## src/rtl/counter_ticket_arbiter_pkg.sv

```systemverilog
// Shared definitions for the counter ticket arbiter.
//   state_t          : FSM state encoding (IDLE, CLEAR, PULSE, SETTLE, REPLY)
//   DEFAULT_NCLIENT  : default number of requesters
//   DEFAULT_WIDTH    : default Counter / ticket width
package counter_ticket_arbiter_pkg;

    localparam int DEFAULT_NCLIENT = 4;
    localparam int DEFAULT_WIDTH   = 8;

    typedef enum logic [2:0] {
        IDLE   = 3'd0,
        CLEAR  = 3'd1,
        PULSE  = 3'd2,
        SETTLE = 3'd3,
        REPLY  = 3'd4
    } state_t;

endpackage

```

## src/rtl/counter_ticket_arbiter_rr_pick.sv

```systemverilog
// Combinational round-robin selector.
//   req        : per-client request vector
//   mask       : clients to ignore this cycle
//   last_grant : index of the most recently served client
//   grant      : first eligible client strictly after last_grant (wrapping);
//                last_grant itself is considered last
//   valid      : an eligible client exists
module counter_ticket_arbiter_rr_pick
    import counter_ticket_arbiter_pkg::*;
#(
    parameter int NCLIENT = DEFAULT_NCLIENT,
    parameter int IW      = $clog2(NCLIENT)
) (
    input  logic [NCLIENT-1:0] req,
    input  logic [NCLIENT-1:0] mask,
    input  logic [IW-1:0]      last_grant,
    output logic [IW-1:0]      grant,
    output logic               valid
);

    localparam int unsigned N = NCLIENT;

    int unsigned   cand;
    logic [IW-1:0] cand_idx;

    always_comb begin
        grant    = '0;
        valid    = 1'b0;
        cand     = 0;
        cand_idx = '0;
        for (int unsigned i = 1; i <= N; i++) begin
            cand = 32'(last_grant) + i;
            if (cand >= N) begin
                cand = cand - N;
            end
            cand_idx = IW'(cand);
            if (!valid && req[cand_idx] && !mask[cand_idx]) begin
                grant = cand_idx;
                valid = 1'b1;
            end
        end
    end

endmodule

```

## src/rtl/counter_ticket_arbiter.sv

```systemverilog
// Ticket dispenser sharing one external Counter between NCLIENT requesters.
//   clock, reset : rising-edge clock, synchronous active-high reset
//   req          : per-client level request, held until its ack
//   clear        : level request to reset the Counter and the wrapped flag
//   ack          : one-hot single-cycle grant acknowledge; ticket valid with it
//   ticket       : Counter value after the granted increment (held between acks)
//   wrapped      : sticky, set when the Counter carry is seen on a reply
//   busy         : FSM is outside IDLE
//   cnt_add      : Counter add strobe (one cycle high, then at least one low)
//   cnt_reset    : Counter reset
//   cnt_value    : Counter value_out
//   cnt_carry    : Counter carry_out
module counter_ticket_arbiter
    import counter_ticket_arbiter_pkg::*;
#(
    parameter int NCLIENT = DEFAULT_NCLIENT,
    parameter int WIDTH   = DEFAULT_WIDTH
) (
    input  logic               clock,
    input  logic               reset,
    input  logic [NCLIENT-1:0] req,
    input  logic               clear,
    output logic [NCLIENT-1:0] ack,
    output logic [WIDTH-1:0]   ticket,
    output logic               wrapped,
    output logic               busy,
    output logic               cnt_add,
    output logic               cnt_reset,
    input  logic [WIDTH-1:0]   cnt_value,
    input  logic               cnt_carry
);

    localparam int IW = $clog2(NCLIENT);

    state_t              state;
    logic [IW-1:0]       grant;
    logic [IW-1:0]       last_grant;
    logic                mask_en;
    logic                cnt_add_q;
    logic                cnt_reset_q;
    logic [NCLIENT-1:0]  pick_mask;
    logic [IW-1:0]       pick_grant;
    logic                pick_valid;

    // Reset drives the Counter reset directly so it holds for every reset
    // cycle, and suppresses an in-flight add so add/reset never overlap.
    assign cnt_add   = cnt_add_q & ~reset;
    assign cnt_reset = cnt_reset_q | reset;

    // The client acked in the previous cycle is ignored for one IDLE cycle.
    always_comb begin
        pick_mask = '0;
        if (mask_en) begin
            pick_mask[last_grant] = 1'b1;
        end
    end

    counter_ticket_arbiter_rr_pick #(
        .NCLIENT (NCLIENT),
        .IW      (IW)
    ) u_rr_pick (
        .req        (req),
        .mask       (pick_mask),
        .last_grant (last_grant),
        .grant      (pick_grant),
        .valid      (pick_valid)
    );

    // Outputs are registered: each is assigned on the edge entering the
    // state in which it must be visible.
    always_ff @(posedge clock) begin
        if (reset) begin
            state       <= IDLE;
            ack         <= '0;
            ticket      <= '0;
            wrapped     <= 1'b0;
            busy        <= 1'b0;
            cnt_add_q   <= 1'b0;
            cnt_reset_q <= 1'b0;
            grant       <= '0;
            last_grant  <= IW'(NCLIENT - 1);
            mask_en     <= 1'b0;
        end else begin
            ack         <= '0;
            cnt_add_q   <= 1'b0;
            cnt_reset_q <= 1'b0;
            mask_en     <= 1'b0;
            case (state)
                IDLE: begin
                    if (clear) begin
                        state       <= CLEAR;
                        cnt_reset_q <= 1'b1;
                        wrapped     <= 1'b0;
                        busy        <= 1'b1;
                    end else if (pick_valid) begin
                        state     <= PULSE;
                        grant     <= pick_grant;
                        cnt_add_q <= 1'b1;
                        busy      <= 1'b1;
                    end
                end
                CLEAR: begin
                    state <= IDLE;
                    busy  <= 1'b0;
                end
                PULSE: begin
                    state <= SETTLE;
                end
                SETTLE: begin
                    // Counter has had a full low phase; its value is stable.
                    state      <= REPLY;
                    ack[grant] <= 1'b1;
                    ticket     <= cnt_value;
                    last_grant <= grant;
                    if (cnt_carry) begin
                        wrapped <= 1'b1;
                    end
                end
                REPLY: begin
                    state   <= IDLE;
                    busy    <= 1'b0;
                    mask_en <= 1'b1;
                end
                default: begin
                    state <= IDLE;
                    busy  <= 1'b0;
                end
            endcase
        end
    end

endmodule
```

## config.mk

```make
export PLATFORM = sky130hd
export DESIGN_NAME = counter_ticket_arbiter
export DESIGN_NICKNAME = d
export VERILOG_FILES = /design/src/rtl/counter_ticket_arbiter_pkg.sv /design/src/rtl/counter_ticket_arbiter_rr_pick.sv /design/src/rtl/counter_ticket_arbiter.sv
export SDC_FILE = /design/constraint.sdc
export NUM_CORES = 1
export LEC_CHECK = 0
export BUFFER_PORTS_ARGS = -buffer_cell sky130_fd_sc_hd__buf_2
export CAP_MARGIN = 10
export CORE_ASPECT_RATIO = 0.75
export CORE_MARGIN = 2
export CORE_UTILIZATION = 45
export DETAILED_ROUTE_END_ITERATION = 16
export GPL_ROUTABILITY_DRIVEN = 1
export PLACE_DENSITY = 0.82
export SYNTH_ARGS = -nofsm -noshare
export SYNTH_HDL_FRONTEND = slang
export SYNTH_SLANG_ARGS = --single-unit
```

## constraint.sdc

```tcl
create_clock -name clock -period 2.5 [get_ports clock]
set_input_delay 0.5 -clock clock [delete_from_list [all_inputs] [get_ports clock]]
set_output_delay 0.5 -clock clock [all_outputs]
set_load 0.02 [all_outputs]
```

# Word level (Yosys, flattened, before mapping)

Index checks and enable logic that the tools add are counted.

Register bits: 24
Latch bits: 0
Memory bits (writable): 0
ROM bits: 0
Bits of input ports: 16
Output and inout bits: 16
Logic and storage cells: 113
Memories: 0

Add/sub/neg operators: 8
$mul: 0
Div/mod/pow operators: 0
Order comparisons: 12
Equality and inequality tests: 6
Shift-type cells: 0
Mux-type cells: 45
Bitwise gates (word level): 7
Reduce and logical (&&, ||, !) cells: 25

Operators with widths:

| cell                  | number |
|---|---|
| $mux W1               | 21 |
| $lt A2 B3 Y1 const B  | 6 |
| $bmux W1 S2           | 8 |
| $mux W2               | 8 |
| $ge A3 B3 Y1 const B  | 3 |
| $logic_and A1 B1 Y1   | 9 |
| $pmux W3 S3           | 1 |
| $sub A2 B1 Y2 const B | 4 |
| $logic_not A1 Y1      | 7 |
| $add A2 B2 Y3 const B | 2 |
| $eq A3 B2 Y1 const B  | 2 |
| $mux W3               | 2 |
| $reduce_and A3 Y1     | 2 |
| $reduce_or A2 Y1      | 3 |
| $not A1 Y1            | 5 |
| $add A2 B3 Y4 const B | 1 |
| $demux W1 S2          | 2 |
| $ge A2 B1 Y1 const B  | 2 |
| $ge A4 B3 Y1 const B  | 1 |
| $mux W4               | 1 |
| $ne A2 B2 Y1 const B  | 2 |
| $pmux W1 S2           | 2 |
| $add A2 B1 Y3 const B | 1 |
| $eq A3 B3 Y1 const B  | 1 |
| other kinds (7)       | 7 |

# Depth between registers and ports, before layout

Depth in word-level cells: 25
Depth in mapped cells: 8
Gate-level depth less buffers: 7

# Cells and area by module

From an unflattened synthesis, not the netlist that was laid out.

Cell total of the unflattened synthesis: 115
Area total of the unflattened synthesis: 1,031.0 µm²

By module, submodules not included:

| module                         | times used | cells each | area each (µm²) | sequential area each (µm²) |
|---|---|---|---|---|
| counter_ticket_arbiter         | 1          | 98         | 904.6           | 480.5 |
| counter_ticket_arbiter_rr_pick | 1          | 17         | 126.4           | 0.0 |

# Worst setup path after synthesis

OpenSTA, ideal clock, no wires.

Kind: register to register
From: register last_grant[0]
To: register grant[0]
Library setup time: 124 ps
Arrival time: 1,627 ps
Data required time: 2,376 ps
Path slack: 749 ps
Stages on the path, launching flop included: 9
Buffers on the path: 1
Period minus slack after synthesis: 1,751 ps
Path through: dfxtp_1 -> buf_2 -> inv_1 -> ha_1 -> a21boi_2 -> nor4_4 -> or2b_1 -> a21oi_1 -> o22ai_2

Word-level cells in the longest chain between the ends: 23
Elaborated cells on any way between the ends: 61
Classes of those cells: add/sub (8); order compare (6); mux (31); reduce/logical (16)

Ends and longest elaborated chain:

| element                                                            | RTL line                             | text |
|---|---|---|
| start, declared                                                    | counter_ticket_arbiter.sv:37         | `logic [IW-1:0] last_grant;` |
| start signal, assigned                                             | counter_ticket_arbiter.sv:81         | `last_grant <= IW'(NCLIENT - 1);` |
| start signal, assigned                                             | counter_ticket_arbiter.sv:114        | `last_grant <= grant;` |
| $lt A2 B3 Y1 (not written as such) or $ge A2 B1 Y1 (tied branches) | counter_ticket_arbiter.sv:54         | `pick_mask[last_grant] = 1'b1;` |
| $logic_and A1 B1 Y1 (not written as such)                          | counter_ticket_arbiter.sv:54         |  |
| $mux W1 (not written as such)                                      | counter_ticket_arbiter.sv:54         |  |
| $demux W1 S2                                                       | counter_ticket_arbiter.sv:54         |  |
| $mux W4                                                            | counter_ticket_arbiter.sv:53         | `if (mask_en) begin` |
| $bmux W1 S2                                                        | counter_ticket_arbiter_rr_pick.sv:37 | `if (!valid && req[cand_idx] && !mask[cand_idx]) begin` |
| $mux W1 (not written as such)                                      | counter_ticket_arbiter_rr_pick.sv:37 |  |
| $logic_not A1 Y1                                                   | counter_ticket_arbiter_rr_pick.sv:37 |  |
| [5 not listed]                                                     | -                                    |  |
| $mux W1                                                            | counter_ticket_arbiter_rr_pick.sv:37 |  |
| $logic_not A1 Y1                                                   | counter_ticket_arbiter_rr_pick.sv:37 |  |
| $logic_and A1 B1 Y1 (2 in a row)                                   | counter_ticket_arbiter_rr_pick.sv:37 |  |
| $mux W1                                                            | counter_ticket_arbiter_rr_pick.sv:37 |  |
| $logic_not A1 Y1                                                   | counter_ticket_arbiter_rr_pick.sv:37 |  |
| $logic_and A1 B1 Y1 (2 in a row)                                   | counter_ticket_arbiter_rr_pick.sv:37 |  |
| $mux W1                                                            | counter_ticket_arbiter_rr_pick.sv:37 |  |
| $reduce_and A3 Y1 (no line)                                        | -                                    |  |
| end signal, assigned                                               | counter_ticket_arbiter.sv:97         | `grant <= pick_grant;` |
| end, declared                                                      | counter_ticket_arbiter.sv:36         | `logic [IW-1:0] grant;` |

Several ways; a longest one is shown, not always the timed one. The select of a mux whose other input is x is not followed.
A chain may end at the register's enable or synchronous reset.

# Final worst setup path

Ends and elaborated chain as after synthesis.

==> results.sh <==
export IMPL_cts_tree="built"
export IMPL_cts_made_buffers=3
export IMPL_drt_iter0_drc=25
export IMPL_cts_buffer_depth=2
export IMPL_die_y_um=47.2
export IMPL_drive_above_1_share=0.299
export IMPL_crit_chain="inv_1, ha_1, a21boi_2, nor4_4, or2b_1, a21oi_1, o22ai_2"
export IMPL_syn_inst=126
export IMPL_viasPerCell=5.28
export IMPL_firstDrtPassIters=4
export IMPL_track_usage=0.186
export IMPL_cts_resized=0
export IMPL_grt_start_max_net_pins=25
export IMPL_wl_mm=2.46
export IMPL_irDropWorstVdd_uv=326
export IMPL_grt_overflow=0
export IMPL_slew_headroom=0.662
export IMPL_fin_setup_tns_ns=0
export IMPL_rows=15
export IMPL_stdcell_count=188
export IMPL_grt_pass1_vias=857
export IMPL_rr_worst_depth=7
export IMPL_placed_area_sq_um=1270
export IMPL_pre_cts_slack_ns=0.476
export IMPL_dp_cells=184
export IMPL_pwr_density_cell_nw_per_um2=609
export IMPL_drc=0
export IMPL_cts_max_level=1
export IMPL_dp_hpwl_mm=1.79
export IMPL_grt_pass1_wl_mm=3.88
export IMPL_fillers=219
export IMPL_max_stage_delay_ns=0.56
export IMPL_max_cap_viol_count=0
export IMPL_ctsHoldBuffers=0
export IMPL_io_pins=32
export IMPL_vias=993
export IMPL_synthTopCellsByArea="dfxtp_1 (43%), nand2_1 (8.1%), a21oi_1 (6.3%)"
export IMPL_hold_viol=0
export IMPL_antenna_found_initial=0
export IMPL_startpoint_type="flop"
export IMPL_r2r_start="last_grant[0]"
export IMPL_crit_fanout=10
export IMPL_synth_nets=146
export IMPL_critPathArrivalTime_ns=2.29
export IMPL_final_util=0.568
export IMPL_syn_area_per_cell_sq_um=8.87
export IMPL_yosysWarnings=0
export IMPL_crit_type="reg -> reg"
export IMPL_path_buf_inv=1
export IMPL_area_delta_synth_final_pct=18.3
export IMPL_crit_required_ns=2.71
export IMPL_antenna_cells=0
export IMPL_rrSetupSlack_ns=0.42
export IMPL_yosysTopAreaCell="dfxtp_1"
export IMPL_nNetsFinal=175
export IMPL_rsz0062_at_grt="false"
export IMPL_run_status="finished clean"
export IMPL_hold_end="ticket[7]"
export IMPL_layout_area_seq_sq_um=480
export IMPL_worst_pin_slew_ns=0.506
export IMPL_crit_start="last_grant[0]"
export IMPL_holdCritStartpoint="cnt_value[7]"
export IMPL_wl_per_cell_um=13.1
export IMPL_synth_seq_cells=24
export IMPL_final_area_sq_um=1320
export IMPL_skew_ns=0.0134
export IMPL_hold_ws_ns=0.399
export IMPL_netlist_area_leader_share=0.430
export IMPL_seq_area_frac_synth=0.430
export IMPL_r2r_end="grant[0]"
export IMPL_path_clk_slew_ns=0.13
export IMPL_critical_path_endpoint_type="flop"
export IMPL_drv_slew=0
export IMPL_die_area_sq_um=2900
export IMPL_p_leak_nw=0.583
export IMPL_synth_distinct_cells=42
export IMPL_die_w_um=61.5
export IMPL_clock_sinks=24
export IMPL_post_cts_buffers=0
export IMPL_hp_class="in -> reg"
export IMPL_multi_input_area_sq_um=572
export IMPL_setup_viol=0
export IMPL_max_freq_mhz=482
export IMPL_cts_root_buf="clkbuf_4"
export IMPL_insertion_delay_ns=0.32
export IMPL_power_uw=804
export IMPL_core_sq_um=2330
export IMPL_ant_nets=0
export IMPL_timing_final_crit_share=0.830
export IMPL_timing_final_ws_setup_ns=0.425
export IMPL_fin_crit_ns=2.08
export IMPL_hold_depth=3
export IMPL_critPathTopFamily="compound AO/OA/AOI/OAI gates"
export IMPL_gp_congestion=0.873
export IMPL_start_util=0.480
export IMPL_synth_area_sq_um=1120
export IMPL_port_buffers=31
export IMPL_critPathSlowestCell="dfxtp_1"
flip-flops by register name, indices dropped and copies added, names as in the netlist:
signal and count:
cnt_add_q 1, ack 4, cnt_reset_q 1, mask_en 1, state 3, wrapped 1, busy 1, last_grant 2
grant 2, ticket 8
worst min-delay path, stage by stage:
cell and delay (ns):
buf_2 0.09, nand2_1 0.04, a21oi_1 0.05
cell usage in the layout, fill, tap and decap left out, types with 2 or more instances in the layout:
cell,instances
o22ai_1,2
dfxtp_1,24
a21boi_2,4
nand2_1,24
nor2_1,8
clkbuf_4,3
ha_1,4
nand3b_1,2
nor4_1,3
o21ai_0,2
buf_2,31
inv_1,5
and3_1,3
a21oi_1,14
metal layers:
| layer | GRT usage | wire length, um | share of wire | vias up |
|---|---|---|---|---|
| met5 | 0 | 0 | 0 | - |
| met2 | 0.278 | 1150 | 0.47 | 26 |
| met4 | 0.0894 | 33 | 0.013 | 0 |
| li1 | - | - | - | 500 |
| met3 | 0.0496 | 130 | 0.053 | 5 |
| met1 | 0.253 | 1150 | 0.47 | 462 |
cell usage after synthesis:
cell type	instances
buf_6	1
a21boi_0	1
or2b_1	1
nand3_1	1
and3_1	3
nor2b_1	1
a41oi_1	1
buf_2	1
nor4b_1	1
a211oi_1	1
a22oi_1	1
nand3b_1	2
nor4_4	1
clkbuf_8	1
a221oi_1	1
mux2_2	1
a21bo_2	1
nand2_1	24
inv_1	5
and2_1	1
buf_1	1
a21boi_2	4
o21ai_0	2
o211ai_1	1
nand2b_1	1
a2111oi_2	1
o221ai_1	1
ha_1	4
clkbuf_2	1
a2111oi_0	1
dfxtp_1	24
or3_1	1
nor4_2	1
a31oi_1	1
o22ai_2	1
a21oi_1	14
or2_2	1
nor3_1	1
o22ai_1	2
clkbuf_1	2
nor2_1	8
nor4_1	3
cells by family after synthesis:
family	Yosys count	synth area share
buffers and inverters	12	0.0582
DFF	24	0.430
muxes	1	0.0101
AOI/OAI and AO/OA	34	0.221
adders and majority gates	4	0.0448
and+or+nand+nor	51	0.236
worst max-delay path by stage:
stage                     endpoint  depth (start not counted)
after global placement    grant[0]                          7
after floorplan           grant[0]                          8
final                     grant[0]                          7
after global routing      grant[0]                          7
after CTS                 grant[0]                          7
after detailed placement  grant[0]                          7
area by class of cell:
class / count / area share
Timing Repair Buffer: 31 / 0.117
Clock inverter: 1 / 0.0227
Multi-Input combinational cell: 90 / 0.433
Tap cell: 34 / 0.0322
Inverter: 5 / 0.0142
Clock buffer: 3 / 0.0170
Sequential cell: 24 / 0.364
power by group:
part / total (mW) / internal [mW] / switching (mW)
clock: 0.277 / 0.162 / 0.115
sequential: 0.418 / 0.399 / 0.0193
combinational: 0.109 / 0.0458 / 0.0634
(Power assumes the default switching activity.)
